[src/rtl/fb_scanner.sv]
// fb_scanner: scans a frame buffer as upper/lower panel halves and pushes
// interleaved 48-bit pixel words (8 px from each half) into the panel FIFO.
//
// Ports:
//   clk, rst_n                  clock, async active-low reset
//   frame_start, fb_base        frame request and buffer base word address
//   mem_rd, mem_addr            read request / word address
//   mem_ready                   memory accepts the request this cycle
//   mem_rvalid, mem_rdata       read return (pixel0 in [23:21])
//   fifo_we, fifo_wdata         FIFO write strobe / interleaved data
//   fifo_full                   FIFO back-pressure
//   vsync_out, busy, frame_done frame status to the panel controller
module fb_scanner #(
    parameter int WORDS_PER_LINE = 80,
    parameter int HALF_LINES     = 240,
    parameter int LOWER_OFFSET   = 19200
) (
    input  logic        clk,
    input  logic        rst_n,
    input  logic        frame_start,
    input  logic [15:0] fb_base,
    output logic        mem_rd,
    output logic [15:0] mem_addr,
    input  logic        mem_ready,
    input  logic        mem_rvalid,
    input  logic [23:0] mem_rdata,
    output logic        fifo_we,
    output logic [47:0] fifo_wdata,
    input  logic        fifo_full,
    output logic        vsync_out,
    output logic        busy,
    output logic        frame_done
);

    localparam int WW = (WORDS_PER_LINE > 1) ? $clog2(WORDS_PER_LINE) : 1;
    localparam int LW = (HALF_LINES > 1) ? $clog2(HALF_LINES) : 1;
    localparam logic [15:0]   LINE_STEP  = 16'(WORDS_PER_LINE);
    localparam logic [15:0]   LOWER_STEP = 16'(LOWER_OFFSET);
    localparam logic [WW-1:0] WORD_LAST  = WW'(WORDS_PER_LINE - 1);
    localparam logic [LW-1:0] LINE_LAST  = LW'(HALF_LINES - 1);

    typedef enum logic [2:0] {
        IDLE,
        REQ_U,
        WAIT_U,
        REQ_L,
        WAIT_L,
        PUSH
    } state_t;

    state_t          state;
    state_t          state_d;
    logic [15:0]     row_addr;
    logic [WW-1:0]   word;
    logic [LW-1:0]   line;
    logic [23:0]     upper;
    logic            accept;
    logic            frame_end;

    // Pixel k of each half lands side by side: upper RGB then lower RGB.
    function automatic logic [47:0] interleave(input logic [23:0] up,
                                               input logic [23:0] lo);
        logic [47:0] r;
        r = '0;
        for (int k = 0; k < 8; k++) begin
            r[47-6*k -: 3] = up[23-3*k -: 3];
            r[44-6*k -: 3] = lo[23-3*k -: 3];
        end
        return r;
    endfunction

    // A request coinciding with frame_done is dropped; the next IDLE cycle
    // is the first one that can start a new frame.
    assign accept    = (state == IDLE) && frame_start && !frame_done;
    assign frame_end = fifo_we && (word == WORD_LAST) && (line == LINE_LAST);

    always_comb begin
        state_d  = state;
        mem_rd   = 1'b0;
        mem_addr = '0;
        fifo_we  = 1'b0;
        unique case (state)
            IDLE: begin
                if (accept) state_d = REQ_U;
            end
            REQ_U: begin
                mem_rd   = 1'b1;
                mem_addr = row_addr + 16'(word);
                if (mem_ready) state_d = WAIT_U;
            end
            WAIT_U: begin
                if (mem_rvalid) state_d = REQ_L;
            end
            REQ_L: begin
                mem_rd   = 1'b1;
                mem_addr = row_addr + LOWER_STEP + 16'(word);
                if (mem_ready) state_d = WAIT_L;
            end
            WAIT_L: begin
                if (mem_rvalid) state_d = PUSH;
            end
            PUSH: begin
                if (!fifo_full) begin
                    fifo_we = 1'b1;
                    state_d = ((word == WORD_LAST) && (line == LINE_LAST))
                              ? IDLE : REQ_U;
                end
            end
            default: state_d = IDLE;
        endcase
    end

    always_ff @(posedge clk or negedge rst_n) begin
        if (!rst_n) state <= IDLE;
        else        state <= state_d;
    end

    always_ff @(posedge clk or negedge rst_n) begin
        if (!rst_n) begin
            row_addr   <= '0;
            word       <= '0;
            line       <= '0;
            upper      <= '0;
            fifo_wdata <= '0;
            vsync_out  <= 1'b0;
            busy       <= 1'b0;
            frame_done <= 1'b0;
        end else begin
            vsync_out  <= accept;
            frame_done <= frame_end;
            if (accept)         busy <= 1'b1;
            else if (frame_end) busy <= 1'b0;

            if (accept) begin
                row_addr <= fb_base;
                word     <= '0;
                line     <= '0;
            end else if (fifo_we) begin
                if (word == WORD_LAST) begin
                    word     <= '0;
                    line     <= line + LW'(1);
                    row_addr <= row_addr + LINE_STEP;
                end else begin
                    word <= word + WW'(1);
                end
            end

            if (state == WAIT_U && mem_rvalid)
                upper <= mem_rdata;
            if (state == WAIT_L && mem_rvalid)
                fifo_wdata <= interleave(upper, mem_rdata);
        end
    end

endmodule

[config.mk]
export PLATFORM = sky130hd
export DESIGN_NAME = fb_scanner
export DESIGN_NICKNAME = d
export VERILOG_FILES = /design/src/rtl/fb_scanner.sv
export SDC_FILE = /design/constraint.sdc
export NUM_CORES = 1
export LEC_CHECK = 0
export CAP_MARGIN = 20
export CORE_AREA = 5 5 115 117
export CTS_BUF_LIST = sky130_fd_sc_hd__clkbuf_4 sky130_fd_sc_hd__clkbuf_8 sky130_fd_sc_hd__clkbuf_16
export DETAILED_ROUTE_END_ITERATION = 10
export DIE_AREA = 0 0 120 122
export PLACE_DENSITY_LB_ADDON = 0.1
export RECOVER_POWER = 100
export SYNTH_ARGS = -nofsm -noshare
export SYNTH_HDL_FRONTEND = slang
export SYNTH_SLANG_ARGS = --single-unit
[constraint.sdc]
create_clock -name clk -period 4.59 [get_ports clk]
set_input_delay 0.918 -clock clk [delete_from_list [all_inputs] [get_ports clk]]
set_output_delay 0.918 -clock clk [all_outputs]
set_load 0.01 [all_outputs]
==> results of run 1 <==
[registers in the layout, summed over array words and instances, names as in the netlist]
name,count
frame_done,1
busy,1
line,8
row_addr,16
word,7
fifo_wdata,48
upper,24
vsync_out,1
state,3
[final cells by class]
cell class / count / area [sq um]
fillers: 1093 / 5420
flip-flops and latches: 109 / 2730
multi-input cells: 324 / 2410
repair buffers: 120 / 1160
clock buffers: 9 / 225
well taps: 150 / 188
clock inverters: 7 / 92.6
inverters: 10 / 37.5
[power breakdown]
| part | leakage (nW) | internal, mW | switching [mW] |
|---|---|---|---|
| combinational | 1.43 | 0.933 | 0.765 |
| clock | 0.149 | 0.438 | 0.382 |
| sequential | 1.37 | 1.35 | 0.310 |
| total | 2.95 | 2.72 | 1.46 |
[cells in the final DEF (no fill, tap or decap), types with 9 or more instances in the layout]
| cell | n |
|---|---|
| sky130_fd_sc_hd__nand3_1 | 11 |
| sky130_fd_sc_hd__ha_1 | 10 |
| sky130_fd_sc_hd__a21oi_1 | 15 |
| sky130_fd_sc_hd__dlygate4sd3_1 | 69 |
| sky130_fd_sc_hd__nor3_1 | 11 |
| sky130_fd_sc_hd__xor2_1 | 10 |
| sky130_fd_sc_hd__xnor2_1 | 15 |
| sky130_fd_sc_hd__clkbuf_16 | 9 |
| sky130_fd_sc_hd__mux2_2 | 75 |
| sky130_fd_sc_hd__clkdlybuf4s50_1 | 44 |
| sky130_fd_sc_hd__inv_1 | 9 |
| sky130_fd_sc_hd__dfrtp_1 | 109 |
| sky130_fd_sc_hd__nand2_1 | 41 |
| sky130_fd_sc_hd__nor2_1 | 29 |
| sky130_fd_sc_hd__o21ai_0 | 29 |
[through the flow]
stage | total power, mW | worst slack (ns) | instances | hold slack, ns | util
floorplan | 2.63 | 1.60 | 466 | 0.475 | -
global placement | 3.49 | 0.891 | 712 | 0.482 | 0.535
detailed placement | 3.53 | 0.798 | 712 | 0.487 | 0.535
CTS | 4.38 | 0.377 | 728 | 0.508 | 0.561
global route | 4.51 | 0.103 | 729 | 0.523 | 0.558
finish | 4.18 | 0.383 | 729 | 0.502 | 0.558
[kinds of logic (layout without fill, tap and decap cells)]
family,after synthesis,after routing,synth area share
AND/OR/NAND/NOR,140,140,0.139
AO/OA/AOI/OAI,69,69,0.0808
multiplexers,79,79,0.168
flip-flops,109,109,0.517
adder cells (fa/ha/maj),11,11,0.0275
buffers and inverters,33,146,0.0268
XOR/XNOR,25,25,0.0415
[worst max-delay path, stage by stage (launching register included)]
cell and delay, ns:
sky130_fd_sc_hd__dfrtp_1 0.42, sky130_fd_sc_hd__ha_1 0.40, sky130_fd_sc_hd__a21oi_1 0.31, sky130_fd_sc_hd__o211ai_1 0.31
sky130_fd_sc_hd__a2111oi_1 0.53, sky130_fd_sc_hd__nor3_1 0.10, sky130_fd_sc_hd__nor3b_1 0.26, sky130_fd_sc_hd__clkdlybuf4s50_1 0.60
[routing by layer]
| layer | wire length, um | part of all wire | vias up |
|---|---|---|---|
| li1 | - | - | 1873 |
| met1 | 5080 | 0.41 | 1868 |
| met2 | 6140 | 0.50 | 126 |
| met3 | 1030 | 0.083 | 12 |
| met4 | 117 | 0.0095 | 2 |
| met5 | 11 | 0.00089 | - |
[worst max path at each step]
stage / from / endpoint / slack, ns / cells past startpoint
final: row_addr[6] / mem_addr[11] / 0.38 / 7
after global routing: row_addr[6] / mem_addr[11] / 0.10 / 7
after CTS: row_addr[6] / mem_addr[11] / 0.38 / 7
after detailed placement: row_addr[6] / mem_addr[11] / 0.80 / 7
after global placement: word[1] / mem_addr[11] / 0.89 / 7
after floorplan: word[1] / mem_addr[11] / 1.60 / 6
==> results.txt, run 1 <==
----------------------------------------------------
[Yosys]
  Most common cell in the synthesized netlist ... sky130_fd_sc_hd__dfrtp_1
  Seq cells post-synth ... ~110
  Syn nets ... 523
  Synth warnings ... 0
  Syn avg cell area ... approximately 11 sq um
  Post-synth EDFFs ... 0
  Area of the mapped netlist ... roughly 5300 sq um
  Post-Syn Instances ... around 470
  Commonest cells in the synthesized netlist ... sky130_fd_sc_hd__dfrtp_1, sky130_fd_sc_hd__mux2_2, sky130_fd_sc_hd__nand2_1
  Synth top area cells ... sky130_fd_sc_hd__dfrtp_1, sky130_fd_sc_hd__mux2_2, sky130_fd_sc_hd__nand2_1
  Fraction of the yosys area taken by sequential cells ... 0.517
  Proportion of register bits with asynchronous set or reset after synthesis ... 1.00
  Number of library cell types mapped by synthesis ... 57
  Fraction of post-synthesis cell area in the top cell type by area ... 0.517
  Most instantiated flip-flop cell in the synthesis netlist ... sky130_fd_sc_hd__dfrtp_1
  Cell type with the highest aggregate area in the netlist ... sky130_fd_sc_hd__dfrtp_1

[Die]
  Area of the core region ... 12300 sq um
  Number of placement rows ... 41
  Die Wd ... ~120 um
  Die span in y ... approximately 120 um
  Starting Density ... 0.431
  Number of top-level pins ... between 100 and 150
  Die area ... roughly 15000 sq um

[Timing]
  RSZ-0062 raised after global routing ... no
  Final period util ... 0.917
  Fin Clk Skew ... approximately 0.010 ns
  Final count of hold timing violations ... 0
  Setup total negative slack ... 0 ns
  Max-slew violation count ... just under 70
  Highest Clock Rate ... 0.238 GHz
  Final critical path time including I/O delays and setup ... ~4.2 ns
  Max-slew headroom ... -0.766
  Setup violators final ... 0
  Tightest Pin Transition ... 2.65 ns

[Clock tree]
  Clk sink count ... 109
  Number of buffers added for setup after CTS ... 0
  Max Root-Sink Buffers ... 2
  Worst-path clk slew ... around 0.08 ns
  H-Tree Level Count ... 3
  Post-CTS Hold Buffers ... 0
  Skew-Pair Late Insertion Delay ... roughly 0.35 ns
  TritonCTS clock tree ... built
  Cell at the root of the clock tree ... sky130_fd_sc_hd__clkbuf_16
  Resize count post-CTS ... 0
  Number of CTS-inserted buffers ... 9

[Setup path]
  FF-to-FF End ... fifo_wdata[45]
  Worst r2r src ... state[1]
  Data arrival at the endpoint of the critical path ... between 3 and 4 ns
  Number of cell instances on the worst register-to-register path ... 5
  Category of the worst setup path launch point ... flip-flop
  Worst setup path class ... reg -> out
  Nature of the critical path endpoint ... output pin
  Register-to-register setup slack ... 0.95 ns
  Data required time of the critical path ... between 3 and 4 ns
  Maximum fanout along the worst path ... 7

[Place]
  Number of port buffers ... about 110
  HPWL Detailed ... about 8800 um
  Weighted congestion at the end of routability-driven global placement ... about 0.85
  Area after DPL ... 6560 sq um

[Global routing]
  Vias in the first global route ... slightly above 4000
  Global-route wire length before repair ... a little over 20000 um
  GRT Overall Usage ... 0.179
  Met1 routing resource usage after global routing ... 0.221
  GRT overflow ... 0
  Number of antenna violations at the first check in global routing ... 1
  Met2 Track Usage GR ... 0.296
  Met3 Use GR ... 0.0692
  Most heavily used metal layer in global routing ... met2
  Largest net degree at the start of global routing ... slightly above 80

[Routing]
  Final routed DRC violation total ... 0
  Number of detailed-route iterations in the first pass ... 4
  Mean routed wirelength per cell ... roughly 17 um
  Number of vias per cell ... roughly 5.3
  Total Wirelength ... 12400 um
  Post-route ant nets ... 0
  Detailed Route Iter0 Violations ... between 200 and 300
  Total via count in the routed design ... a little under 4000

[Hold path]
  Hold Crit Endpoint ... upper[22]
  Worst hold-check path type ... reg -> reg
  Start point of the worst min-delay path ... upper[22]
  Cell count of the worst hold path ... 1

[Layout]
  Layout-stage area growth over the synthesis result ... 29.6%
  Fraction of layout cells with a size suffix above 1 ... 0.171
  Antenna diode instance count ... 0
  Final instance area ... just under 7000 sq um
  Net count of the finished layout ... 631

[Power and ir drop]
  Pleak ... 2.95 nW
  Power per standard cell area ... between 600 and 700 nW/um^2
  Maximum resistive drop on vdd ... around 300 uV

[Outcome]
  Status ... finished, violations left
  Failing checks ... capacitance limit, slew limit

[Run]
  Max-capacitance violation count ... 2

----------------------------------------------------
(Power assumes the default switching activity.)
==> run 2: changes to the inputs <==
--- a/config.mk
+++ b/config.mk
@@ -10,6 +10,7 @@
 export CTS_BUF_LIST = sky130_fd_sc_hd__clkbuf_4 sky130_fd_sc_hd__clkbuf_8 sky130_fd_sc_hd__clkbuf_16
 export DETAILED_ROUTE_END_ITERATION = 10
 export DIE_AREA = 0 0 120 122
+export MAX_ROUTING_LAYER = met4
 export PLACE_DENSITY_LB_ADDON = 0.1
 export RECOVER_POWER = 100
 export SYNTH_ARGS = -nofsm -noshare
==> run 2 against run 1 <==
Against the previous run: the run still ends with capacitance limit, slew limit left; highest routed layer is now met4; sequential share of layout area barely moved; final area fell by 0.11%; utilization fell by 0.061 points; critical endpoint unchanged.
==> results.txt, run 2 (synthesized netlist as in run 1, its figures left out) <==
----------------------------------------------------
[Layout]
  Number of non-filler instances in the completed layout ... 730
  Final instance area ... ~6800 sq um
  Number of filler cells placed in the layout ... about 1100
  Layout-stage area growth over the synthesis result ... 29.5%
  Net count of the finished layout ... 631
  Fraction of layout cells with a size suffix above 1 ... 0.173
  Largest register by flop count ... fifo_wdata
  Top Registers ... fifo_wdata: 48 flops, upper: 24 flops, row_addr: 16 flops
  Final core utilization ... 0.557
  Flip-flop count of the largest register after layout ... 48
  Most common cell after layout, fill and taps aside ... sky130_fd_sc_hd__dfrtp_1
  Most frequent cells in the layout ... sky130_fd_sc_hd__dfrtp_1, sky130_fd_sc_hd__mux2_2, sky130_fd_sc_hd__dlygate4sd3_1

[Run]
  Max-capacitance violation count ... 3

[Setup path]
  Data arrival at the endpoint of the critical path ... approximately 3.3 ns
  Worst stage delay on the critical path ... about 0.64 ns
  Worst setup path class ... reg -> out
  Nature of the critical path endpoint ... output pin
  CP Cell Sequence ... ha_1, a21oi_1, o211ai_1, a2111oi_0, nor3_1, nor3b_1, clkdlybuf4s50_1
  Maximum fanout along the worst path ... 7
  Category of the worst setup path launch point ... flip-flop
  Cell with the largest stage delay on the worst path ... sky130_fd_sc_hd__a2111oi_0
  Data required time of the critical path ... 3.67 ns

[Die]
  Area of the core region ... 12300 sq um
  Number of top-level pins ... 115
  Die area ... around 15000 sq um
  Die Wd ... 120 um
  Starting Density ... 0.431
  Number of placement rows ... a little over 40
  Die span in y ... roughly 120 um

[Clock tree]
  Cell at the root of the clock tree ... sky130_fd_sc_hd__clkbuf_16
  Skew-Pair Late Insertion Delay ... 0.35 ns
  TritonCTS clock tree ... built
  Number of buffers added for setup after CTS ... 0
  Post-CTS Hold Buffers ... 0
  H-Tree Level Count ... 3
  Resize count post-CTS ... 0
  Clk sink count ... roughly 110
  Max Root-Sink Buffers ... 2
  Number of CTS-inserted buffers ... 9
  Worst-path clk slew ... 0.08 ns

[Timing]
  Setup violators final ... 0
  Final count of hold timing violations ... 0
  Highest Clock Rate ... between 0.2 and 0.25 GHz
  Fin Clk Skew ... between 0.006 and 0.007 ns
  Final critical path time including I/O delays and setup ... between 4 and 5 ns
  Max-slew violation count ... roughly 110
  RSZ-0062 raised after global routing ... no
  Setup total negative slack ... 0 ns
  Max-slew headroom ... -0.756
  Tightest Pin Transition ... 2.63 ns
  Final period util ... 0.925

[Power and ir drop]
  Share of power burned in combinational logic ... 0.412
  Net Switching ... 1.44 mW
  Clock network power share ... 0.183
  Total Power Consumption ... a little over 4 mW
  Maximum resistive drop on vdd ... 373 uV
  Sequential cell fraction of total power ... 0.404
  Cell-internal power ... between 2 and 3 mW
  Net switching fraction of the power ... 0.351
  Pleak ... 2.95 nW
  Power per standard cell area ... about 600 nW/um^2

[Place]
  Area after DPL ... around 6600 sq um
  Number of port buffers ... approximately 110
  Weighted congestion at the end of routability-driven global placement ... between 0.8 and 0.9
  HPWL Detailed ... just under 9000 um
  Placed Cells incl. Taps ... slightly above 700

[Global routing]
  Number of antenna violations at the first check in global routing ... 1
  Met2 Track Usage GR ... 0.272
  Met3 Use GR ... 0.0599
  Met1 routing resource usage after global routing ... 0.230
  Global-route wire length before repair ... 20100 um
  Vias in the first global route ... about 4000
  Largest net degree at the start of global routing ... around 80
  Most heavily used metal layer in global routing ... met2
  GRT overflow ... 0
  GRT Overall Usage ... 0.177

[Outcome]
  Failing checks ... capacitance limit, slew limit
  Status ... finished, violations left

[Routing]
  Total via count in the routed design ... a little under 4000
  Post-route ant nets ... 0
  Detailed Route Iter0 Violations ... ~220
  Mean routed wirelength per cell ... 16.6 um
  Total Wirelength ... roughly 12000 um
  Number of detailed-route iterations in the first pass ... 4
  Final routed DRC violation total ... 0
  Number of vias per cell ... roughly 5.3

[Hold path]
  Worst hold-check path type ... reg -> reg

----------------------------------------------------
run 2: layer usage:
| metal | vias up | share of wire |
|---|---|---|
| li1 | 1873 | - |
| met1 | 1873 | 0.45 |
| met2 | 102 | 0.48 |
| met3 | 12 | 0.067 |
| met4 | 0 | 0.0094 |
| met5 | - | 0 |
run 2: per-stage QoR:
stage / setup WS (ns) / hold slack [ns]
after detailed placement: 0.894 / 0.491
after global routing: 0.133 / 0.523
final: 0.346 / 0.502
after global placement: 0.884 / 0.482
after CTS: 0.481 / 0.509
after floorplan: 1.60 / 0.475
run 2: area by class of cell:
cell class                      instances  area [sq um]  area share
Inverter                               10          37.5     0.00549
Clock inverter                          7          63.8     0.00934
Clock buffer                            9           225      0.0330
Sequential cell                       109          2730       0.399
Multi-Input combinational cell        324          2410       0.353
Tap cell                              150           188      0.0275
Antenna cell                            1          2.50    0.000366
Timing Repair Buffer                  120          1170       0.172
run 2: final timing paths:
| check | from | end | slack (ns) | cells after the start |
|---|---|---|---|---|
| worst max-delay path | word[6] | mem_addr[11] | 0.35 | 7 |
| worst min-delay path | fifo_wdata[18] | fifo_wdata[18] | 0.50 | 1 |
| worst max register to register | state[1] | fifo_wdata[24] | 0.98 | 5 |
| worst min register to register | fifo_wdata[18] | fifo_wdata[18] | 0.50 | 1 |
| max in group asynchronous | rst_n | fifo_wdata[34] | 1.46 | 3 |
| min in group asynchronous | rst_n | fifo_wdata[1] | 1.25 | 1 |
run 2: worst max-delay path, delay by kind of cell, from the launching register on:
| family | cells | cell delay [ns] |
|---|---|---|
| fa+ha+maj | 1 | 0.39 |
| buf+inv | 1 | 0.57 |
| flops | 1 | 0.44 |
| simple gates | 2 | 0.32 |
| compound gates | 3 | 1.25 |
run 2: power by group through the flow:
stage	logic [mW]	registers (mW)	clock network (mW)
after CTS	1.84	1.68	0.783
final	1.69	1.66	0.754
after global routing	1.87	1.72	0.824
after global placement	1.82	1.67	0
after detailed placement	1.83	1.69	0
after floorplan	0.988	1.64	0
